## config.mk

```make
export PLATFORM = sky130hd
export DESIGN_NAME = rr_arb_mux_flat
export DESIGN_NICKNAME = d
export VERILOG_FILES = /design/src/rtl/rr_arb_mux_pkg.sv /design/src/rtl/rr_arb_mux_if.sv /design/src/rtl/rr_arbiter.sv /design/src/rtl/rr_arb_mux.sv /design/src/flat_wrapper.sv
export SDC_FILE = /design/constraint.sdc
export NUM_CORES = 1
export LEC_CHECK = 0
export ABC_AREA = 1
export ABC_CLOCK_PERIOD_IN_PS = 3600
export BUFFER_PORTS_ARGS = -buffer_cell sky130_fd_sc_hd__buf_2
export CAP_MARGIN = 20
export CORE_MARGIN = 1.5
export CORE_UTILIZATION = 35
export DETAILED_ROUTE_END_ITERATION = 8
export GPL_ROUTABILITY_DRIVEN = 1
export PLACE_DENSITY = 0.65
export SLEW_MARGIN = 5
export SYNTH_ARGS = -nofsm -noshare
export SYNTH_HDL_FRONTEND = slang
export SYNTH_SLANG_ARGS = --single-unit
```

## constraint.sdc

```tcl
create_clock -name clk -period 3.6 [get_ports clk]
set_clock_uncertainty 0.15 [all_clocks]
set_input_delay 0 -clock clk [delete_from_list [all_inputs] [get_ports clk]]
set_output_delay 0 -clock clk [all_outputs]
set_load 0.01 [all_outputs]
```

## src/rtl/rr_arb_mux_pkg.sv

```systemverilog
// Shared constants and helpers for the round-robin arbitrating mux.
package rr_arb_mux_pkg;

  // Arbitration mode encodings carried on the mode input
  localparam logic MODE_RR    = 1'b0;
  localparam logic MODE_FIXED = 1'b1;

  // Next channel index in a rotating search over n channels
  function automatic int unsigned rr_next(input int unsigned idx, input int unsigned n);
    return (idx + 1 >= n) ? 0 : idx + 1;
  endfunction

endpackage

```

## src/rtl/rr_arb_mux_if.sv

```systemverilog
// Handshake bundle between N producers, the arbitrating mux and one consumer.
interface rr_arb_mux_if
  import rr_arb_mux_pkg::*;
#(
  parameter  int WIDTH = 16,
  parameter  int N     = 4,
  localparam int SW    = $clog2(N)
);

  logic [N*WIDTH-1:0] in_data;
  logic [N-1:0]       in_valid;
  logic [N-1:0]       in_ready;
  logic               mode;
  logic [SW-1:0]      sel;
  logic [WIDTH-1:0]   out_data;
  logic               out_valid;
  logic               out_ready;
  logic [SW-1:0]      out_sel;

  // View taken by the mux itself
  modport slave (
    input  in_data, in_valid, mode, sel, out_ready,
    output in_ready, out_data, out_valid, out_sel
  );

  // View taken by whatever drives the channels and consumes the output
  modport master (
    output in_data, in_valid, mode, sel, out_ready,
    input  in_ready, out_data, out_valid, out_sel
  );

endinterface

```

## src/rtl/rr_arbiter.sv

```systemverilog
// Combinational rotating-priority search: first requester after i_last_grant wins.
module rr_arbiter
  import rr_arb_mux_pkg::*;
#(
  parameter int N  = 4,
  parameter int SW = $clog2(N)
) (
  input  logic [N-1:0]  i_req,
  input  logic [SW-1:0] i_last_grant,
  output logic [N-1:0]  o_grant,
  output logic [SW-1:0] o_idx
);

  int unsigned w_cand;
  logic        w_found;

  // Walk all N channels starting one past the last grant, wrapping at N-1
  always_comb begin
    // NOTE: blocking assignments with every output defaulted first keep this
    // loop purely combinational and free of inferred latches.
    o_grant = '0;
    o_idx   = '0;
    w_found = 1'b0;
    w_cand  = rr_next(int'(i_last_grant), N);
    for (int k = 0; k < N; k++) begin
      if (!w_found && i_req[w_cand[SW-1:0]]) begin
        o_grant[w_cand[SW-1:0]] = 1'b1;
        o_idx                   = w_cand[SW-1:0];
        w_found                 = 1'b1;
      end
      w_cand = rr_next(w_cand, N);
    end
  end

endmodule

```

## src/rtl/rr_arb_mux.sv

```systemverilog
// N-to-1 arbitrating mux with a single registered output stage.
// Mode 0 rotates priority after each accepted word; mode 1 takes only channel sel.
module rr_arb_mux
  import rr_arb_mux_pkg::*;
#(
  parameter  int WIDTH = 16,
  parameter  int N     = 4,
  localparam int SW    = $clog2(N)
) (
  input  logic        clk,
  input  logic        rst,
  rr_arb_mux_if.slave bus
);

  logic             r_out_valid;
  logic [WIDTH-1:0] r_out_data;
  logic [SW-1:0]    r_out_sel;
  logic [SW-1:0]    r_last_grant;

  logic             w_load_en;
  logic [N-1:0]     w_rr_grant;
  logic [SW-1:0]    w_rr_idx;
  logic [N-1:0]     w_grant;
  logic [SW-1:0]    w_idx;
  logic             w_xfer;
  logic [WIDTH-1:0] w_data;

  rr_arbiter #(
    .N  (N),
    .SW (SW)
  ) u_arbiter (
    .i_req        (bus.in_valid),
    .i_last_grant (r_last_grant),
    .o_grant      (w_rr_grant),
    .o_idx        (w_rr_idx)
  );

  // Pick the grant source; a sel outside 0..N-1 matches no channel and grants nothing
  always_comb begin
    w_grant = '0;
    w_idx   = '0;
    if (bus.mode == MODE_RR) begin
      w_grant = w_rr_grant;
      w_idx   = w_rr_idx;
    end else begin
      for (int i = 0; i < N; i++) begin
        if (bus.sel == SW'(i) && bus.in_valid[i]) begin
          w_grant[i] = 1'b1;
          w_idx      = SW'(i);
        end
      end
    end
  end

  // The output stage can take a word when empty or when its word leaves this cycle;
  // reset also blocks acceptance so nothing is consumed while the stage is cleared.
  assign w_load_en    = !r_out_valid || bus.out_ready;
  assign bus.in_ready = (w_load_en && !rst) ? w_grant : '0;
  assign w_xfer       = |bus.in_ready;

  // AND-OR select of the granted channel's word
  always_comb begin
    w_data = '0;
    for (int i = 0; i < N; i++) begin
      if (w_grant[i]) w_data = bus.in_data[i*WIDTH +: WIDTH];
    end
  end

  // Output register and priority pointer; the pointer moves only when a word is accepted
  always_ff @(posedge clk or posedge rst) begin
    // NOTE: state uses non-blocking assignments so every register samples
    // the pre-edge values of the others.
    if (rst) begin
      r_out_valid  <= 1'b0;
      r_out_data   <= '0;
      r_out_sel    <= '0;
      r_last_grant <= SW'(N - 1);
    end else if (w_xfer) begin
      r_out_valid  <= 1'b1;
      r_out_data   <= w_data;
      r_out_sel    <= w_idx;
      r_last_grant <= w_idx;
    end else if (bus.out_ready) begin
      r_out_valid  <= 1'b0;
    end
  end

  assign bus.out_valid = r_out_valid;
  assign bus.out_data  = r_out_data;
  assign bus.out_sel   = r_out_sel;

endmodule

```

## src/flat_wrapper.sv

```systemverilog
// flat-port wrapper written by rule: the top's interface ports become plain ports
module rr_arb_mux_flat import rr_arb_mux_pkg::*;
#(
  parameter  int WIDTH = 16,
  parameter  int N     = 4,
  localparam int SW    = $clog2(N)
)
  (clk, rst, bus_in_data, bus_in_valid, bus_mode, bus_sel, bus_out_ready, bus_in_ready, bus_out_data, bus_out_valid, bus_out_sel);
  rr_arb_mux_if #(.WIDTH(WIDTH), .N(N)) bus_i ();
  input  logic clk;
  input  logic rst;
  input wire logic [$bits(bus_i.in_data)-1:0] bus_in_data;
  input wire logic [$bits(bus_i.in_valid)-1:0] bus_in_valid;
  input wire logic [$bits(bus_i.mode)-1:0] bus_mode;
  input wire logic [$bits(bus_i.sel)-1:0] bus_sel;
  input wire logic [$bits(bus_i.out_ready)-1:0] bus_out_ready;
  output wire logic [$bits(bus_i.in_ready)-1:0] bus_in_ready;
  output wire logic [$bits(bus_i.out_data)-1:0] bus_out_data;
  output wire logic [$bits(bus_i.out_valid)-1:0] bus_out_valid;
  output wire logic [$bits(bus_i.out_sel)-1:0] bus_out_sel;
  assign bus_i.in_data = bus_in_data;
  assign bus_i.in_valid = bus_in_valid;
  assign bus_i.mode = bus_mode;
  assign bus_i.sel = bus_sel;
  assign bus_i.out_ready = bus_out_ready;
  assign bus_in_ready = bus_i.in_ready;
  assign bus_out_data = bus_i.out_data;
  assign bus_out_valid = bus_i.out_valid;
  assign bus_out_sel = bus_i.out_sel;
  rr_arb_mux #(.WIDTH(WIDTH), .N(N)) u_core (.clk(clk), .rst(rst), .bus(bus_i));
endmodule
```

==> results of run 1 <==
[cell families (layout without fill, tap and decap cells)]
kind of cell,Yosys count,in the layout,share of synthesized area
fa+ha+maj,6,6,0.0349
buf+inv,69,192,0.137
simple gates,235,235,0.499
compound gates,31,31,0.0837
flops,21,21,0.245
[path summary, 6_finish.rpt]
| check | from | end | slack, ps | cells after the start |
|---|---|---|---|---|
| max | u_core.r_last_grant[0] | u_core.bus.out_data[7] | 290 | 15 |
| min | bus_in_data[44] | u_core.bus.out_data[12] | 9 | 5 |
| max reg2reg | u_core.r_last_grant[0] | u_core.bus.out_data[7] | 290 | 15 |
| min reg2reg | u_core.bus.out_data[12] | u_core.bus.out_data[12] | 330 | 2 |
| max in group asynchronous | rst | u_core.r_last_grant[0] | 2870 | 4 |
| min in group asynchronous | rst | u_core.bus.out_data[12] | 150 | 4 |
[cell type report]
type	instances	area (µm²)
inverters	54	205
well taps	75	93.8
multi-input cells	272	1340
clock inverters	1	5.00
clock buffers	3	41.3
flip-flops and latches	21	528
fillers	577	2860
repair buffers	134	848
[flip-flops by register name, indices dropped and copies added, names as in the netlist]
register / cells
u_core.bus.out_sel: 2
u_core.r_last_grant: 2
u_core.bus.out_valid: 1
u_core.bus.out_data: 16
[power groups by stage]
| stage | clock, µW | combinational, µW | sequential [µW] |
|---|---|---|---|
| floorplan | 0 | 1210 | 461 |
| global placement | 0 | 1600 | 431 |
| detailed placement | 0 | 1630 | 424 |
| CTS | 158 | 1650 | 423 |
| global route | 168 | 1890 | 437 |
| finish | 156 | 1680 | 426 |
[worst reg2reg max path, cell delays in order, from the launching register on]
cell     delay [ps]
dfstp_2         640
inv_2           140
ha_1            390
inv_1            90
nand3_1          80
nand2_1         170
nor2_2          310
nand3_1         110
nand3_1         110
nand2_1          70
nand2_2         290
o21ai_2         130
nand2_4         210
inv_4           150
nand2_1          90
nand2_1          60
[cell usage in the layout, fill, tap and decap left out, drive strengths merged]
master       Yosys  final
dfrtp           19     19
nor2             9      9
a21oi           21     21
clkbuf           4      3
dfstp            2      2
inv             54     54
clkinv           0      1
o31ai            1      1
nand4            2      2
buf             11    101
dlygate4sd3      0     33
nor3             3      3
nand2          133    133
ha               6      6
nand3           87     87
o21ai            7      7
or2              1      1
o2111ai          2      2
[stage by stage]
step	power, µW	setup slack, ps
3_5_place_dp	2050	290
4_1_cts	2240	278
5_1_grt	2490	10.3
3_3_place_gp	2040	376
2_1_floorplan	1670	875
6_report	2260	294
[timing repair]
action,4_1_cts,5_1_grt
endpoints found under the hold margin,38,0
setup endpoints to repair,0,20
resized for setup,0,1
hold buffers,33,0
[routing by layer]
| metal | global-route usage | wire length [µm] |
|---|---|---|
| met5 | 0 | 0 |
| met4 | 0.0569 | 155 |
| met3 | 0.0233 | 440 |
| met2 | 0.379 | 3460 |
| met1 | 0.282 | 3080 |
==> results.tsv, run 1 <==
metric	value	unit
drt_iter0_markers	247	
final_core_util	0.517	
synth_top_area_frac	0.221	
cts_tree	built	
wire_per_inst	12.7	µm
hp-class	primary input to flip-flop	
internal_power	1010	µW
dp_cells	523	
antenna_found_initial	0	
grt_first_pass_wirelength	11200	µm
dieArea	0.00663	mm²
start_util	0.364	
finalSetupViolCount	0	
cp-start-kind	flip-flop	
crit_chain	inv_2 -> ha_1 -> inv_1 -> nand3_1 -> nand2_1 -> nor2_2 -> nand3_1 -> nand3_1 -> nand2_1 -> nand2_2 -> o21ai_2 -> nand2_4 -> inv_4 -> nand2_1 -> nand2_1	
fp-row-count	28	
final_cells	560	
slowest_stage	dfstp_2	
synth_most_common_cell	nand2_1	
ys_top_cells_by_area	dfrtp_1 22%, nand2_1 22%, nand3_1 19%	
critPathCaptureType	flip-flop	
power.share.clock	0.069	
yosysWarnings	0	
synth_fp_nets	442	
io_buffers	96	
fp.dieW	81.4	µm
cp.required	3600	ps
via_count	2743	
drt_wl_total	7130	µm
grt_pass1_vias	2521	
final_area	0.00306	mm²
synth_seq_cells	21	
hold_ws	8.98	ps
synth_edf_count	0	
ys_async_sr_fraction	1.00	
path_class	flip-flop to flip-flop	
slew-limit-headroom	0.761	
placed_cell_area	0.00268	mm²
crit_top_cell	nand2_1	
cts.sink_count	21	
pin_count	97	
min_period	3310	ps
outcome	finished clean	
worstPathMaxFanout	21	
worstSkewPairLatency	260	ps
drive_above_1_share	0.270	
p_switching	1250	µW
post-route-drc-count	0	
worst_pin_slew	357	ps
cp.arrival	3300	ps
slew_viol_final	0	
synth_top_area_cell	dfrtp_1	
numCtsBuffers	3	
switching_share	0.555	
clkTransAtPathRegs	80	ps
cp.buffers_inverters	3	
clockBufferDepth	2	
rsz0062_at_grt	false	
combinationalPowerShare	0.743	
coreArea	0.00592	mm²
avgSynthCellArea	5.95	µm²
hold_viol	0	
netlist_instances	362	
ys_top_cells_by_count	125 x nand2_1, 83 x nand3_1, 49 x inv_1, 20 x a21oi_1, 19 x dfrtp_1	
avgViaCountPerCell	4.90	
grt.total_usage	0.216	
area_delta_synth_final	42.2	%
sequentialPowerShare	0.188	
ir_worst_vdd	0.000336	V
clock.fmax	303	MHz
syn_area	0.00215	mm²
nets	566	
root_buffer	clkbuf_8	
dp_hpwl	5320	µm
antennaDiodeCount	0	
cp_top_family	simple AND/OR/NAND/NOR gates	
grt_start_max_net_pins	23	
ys.flop_type	dfrtp_1	
maxCapViolCount	0	
p_per_area	739	mW/mm²
ys_seq_area_frac	0.245	
grt_overflow_total	0	
gp_congestion	0.958	
die_y	81.4	µm
leakage	0.00180	µW
post-cts-setup-buffers	0	
cts_max_level	1	
ant_nets	0	
finalCritPeriodShare	0.918	
max_stage_delay	640	ps
drtPass1Iterations	4	
ys_types	28	
final.setup.tns	0	ps
Note: power is estimated with default switching activity, not from simulation.
==> run 2, diff against run 1 <==
--- a/config.mk
+++ b/config.mk
@@ -13,7 +13,7 @@
 export CORE_UTILIZATION = 35
 export DETAILED_ROUTE_END_ITERATION = 8
 export GPL_ROUTABILITY_DRIVEN = 1
-export PLACE_DENSITY = 0.65
+export PLACE_DENSITY = 0.6
 export SLEW_MARGIN = 5
 export SYNTH_ARGS = -nofsm -noshare
 export SYNTH_HDL_FRONTEND = slang
==> run 2 against run 1 <==
Compared with the run above:
- sequential power is essentially flat
- setup slack gained 74 ps
- largest power group unchanged
- utilization grew 0.11 points
- register-to-register slack gained 70 ps
- final cell count is the same
- clock-buffer cell count grew 1
- combinational power is essentially flat
- cell area grew 0.20%
- die area is the same
- power shrank 1.1%
- highest routed layer unchanged
==> results.tsv, run 2 (synthesis results as in run 1) <==
metric	value	unit	change
outcome	finished clean		
root_buffer	clkbuf_8		
path_class	flip-flop to flip-flop		
worst_pin_slew	342	ps	-14.7 ps
dp_cells	522		-0.19%
drtPass1Iterations	5		+1
slowest_stage	dfstp_2		
numCtsBuffers	3		unchanged
p_per_area	730	mW/mm²	-1.3%
critPathCaptureType	flip-flop		
max_stage_delay	630	ps	about the same
clockBufferDepth	2		unchanged
ant_nets	0		unchanged
final_common_cell	nand2_1		
grt_use_met1	0.288		+0.00692
largest_reg_flops	16		unchanged
cp_top_family	simple AND/OR/NAND/NOR gates		
gp_congestion	0.978		+2.1%
io_buffers	96		unchanged
slew_viol_final	0		unchanged
clkTransAtPathRegs	80	ps	about the same
cp.required	3600	ps	about the same
final_cells	560		unchanged
drt_iter0_markers	183		-26%
die_y	81.4	µm	unchanged
antenna_found_initial	0		unchanged
cp.buffers_inverters	3		unchanged
finalCritPeriodShare	0.898		-0.0206
use_met2	0.412		+0.0339
drive_above_1_share	0.266		-0.00412
worstPathMaxFanout	21		unchanged
grt_pass1_vias	2688		+6.6%
ir_worst_vdd	0.000342	V	+1.8%
nets	566		unchanged
grt_use_met3	0.0333		+0.0100
grt_first_pass_wirelength	11900	µm	+5.6%
cp-start-kind	flip-flop		
final_cell_mix	125 x nand2_1, 96 x buf_2, 83 x nand3_1		
grt.total_usage	0.227		+0.0112
rsz0062_at_grt	false		
post-route-drc-count	0		unchanged
drt_wl_total	7120	µm	-0.24%
dp_hpwl	5360	µm	+0.68%
cp.arrival	3230	ps	-70 ps
cts.sink_count	21		unchanged
start_util	0.364		unchanged
worstSkewPairLatency	260	ps	about the same
fp.dieW	81.4	µm	unchanged
grt_overflow_total	0		unchanged
maxCapViolCount	0		unchanged
busiest_layer	met2		
leakage	0.00179	µW	-0.13%
via_count	2726		-0.62%
hold_viol	0		unchanged
ff2ff_setup_slack	370	ps	+70 ps
avgViaCountPerCell	4.87		-0.62%
min_period	3230	ps	-74.1 ps
cts_tree	built		
hp-class	primary input to flip-flop		
antennaDiodeCount	0		unchanged
pin_count	97		unchanged
area_delta_synth_final	42.5	%	
coreArea	0.00592	mm²	unchanged
fp-row-count	28		unchanged
dp_slack	298	ps	+8.04 ps
wire_per_inst	12.7	µm	-0.24%
dieArea	0.00663	mm²	unchanged
crit_chain	inv_2 -> ha_1 -> inv_1 -> nand3_1 -> nand2_1 -> nor2_2 -> nand3_1 -> nand3_1 -> nand2_4 -> nand2_4 -> a21oi_4 -> nand2_4 -> inv_4 -> nand2_1 -> nand2_1		
cts_max_level	1		unchanged
grt_start_max_net_pins	23		unchanged
finalSetupViolCount	0		unchanged
clock.fmax	309	MHz	+2.3%
slew-limit-headroom	0.772		+0.0104
final.setup.tns	0	ps	unchanged
fin_ws	369	ps	+74.1 ps
run 2: cell types whose count changed in the layout (fill, tap and decap cells not counted):
cell,before,now
buf_4,5,4
clkbuf_1,0,1
clkinv_2,1,0
dlygate4sd3_1,33,34
nand2_2,4,3
nand2_4,4,5
run 2: path summary, 6_finish.rpt:
check                                            start                 endpoint  cells past startpoint
worst min register to register  u_core.bus.out_data[0]   u_core.bus.out_data[0]                      2
worst max register to register  u_core.r_last_grant[0]   u_core.bus.out_data[2]                     15
worst max-delay path            u_core.r_last_grant[0]   u_core.bus.out_data[2]                     15
max in group asynchronous                          rst   u_core.r_last_grant[0]                      4
min in group asynchronous                          rst    u_core.bus.out_sel[0]                      4
worst min-delay path                   bus_in_data[28]  u_core.bus.out_data[12]                      7
run 2: area by class of cell:
cell class	count	area, µm²
fill	563	2850
multi-input combinational	272	1350
timing repair buffer	134	851
sequential	21	528
inverter	54	205
tap	75	93.8
clock buffer	4	45.0
run 2: power breakdown:
part,switching [µW],internal [µW]
clock network,78.0,78.9
registers,71.5,354
logic,1080,573
run 2: metal layers:
layer  part of all wire  up-vias
met5                  0        -
met4              0.010        0
met3              0.061       10
met2               0.50      109
met1               0.43     1206
li1                   -     1401
run 2: what timing repair did:
| item | 4_1_cts | 5_1_grt |
|---|---|---|
| hold buffers | 34 | 0 |
| buffers inserted | 0 | 0 |
| gates resized for setup | 0 | 2 |
| endpoints found under the hold margin | 38 | 0 |
| endpoints found under the setup margin | 0 | 20 |
run 2: stage by stage:
| step | total power [µW] | cell area, µm² | util | hold WS (ps) |
|---|---|---|---|---|
| final | 2240 | 3070 | 0.518 | 32.2 |
| after global routing | 2490 | 3070 | 0.518 | 83.5 |
| after CTS | 2220 | 3060 | 0.516 | 47.8 |
| after detailed placement | 2030 | 2670 | 0.451 | -99.0 |
| after global placement | 2020 | 2670 | 0.451 | -107 |
| after floorplan | 1670 | 2150 | - | -169 |
run 2: worst register-to-register path, stage by stage (launching register included):
cell and delay, ps:
dfstp_2 630, inv_2 140, ha_1 400, inv_1 90, nand3_1 80, nand2_1 140
nor2_2 300, nand3_1 110, nand3_1 140, nand2_4 150, nand2_4 210, a21oi_4 90
nand2_4 210, inv_4 140, nand2_1 90, nand2_1 50
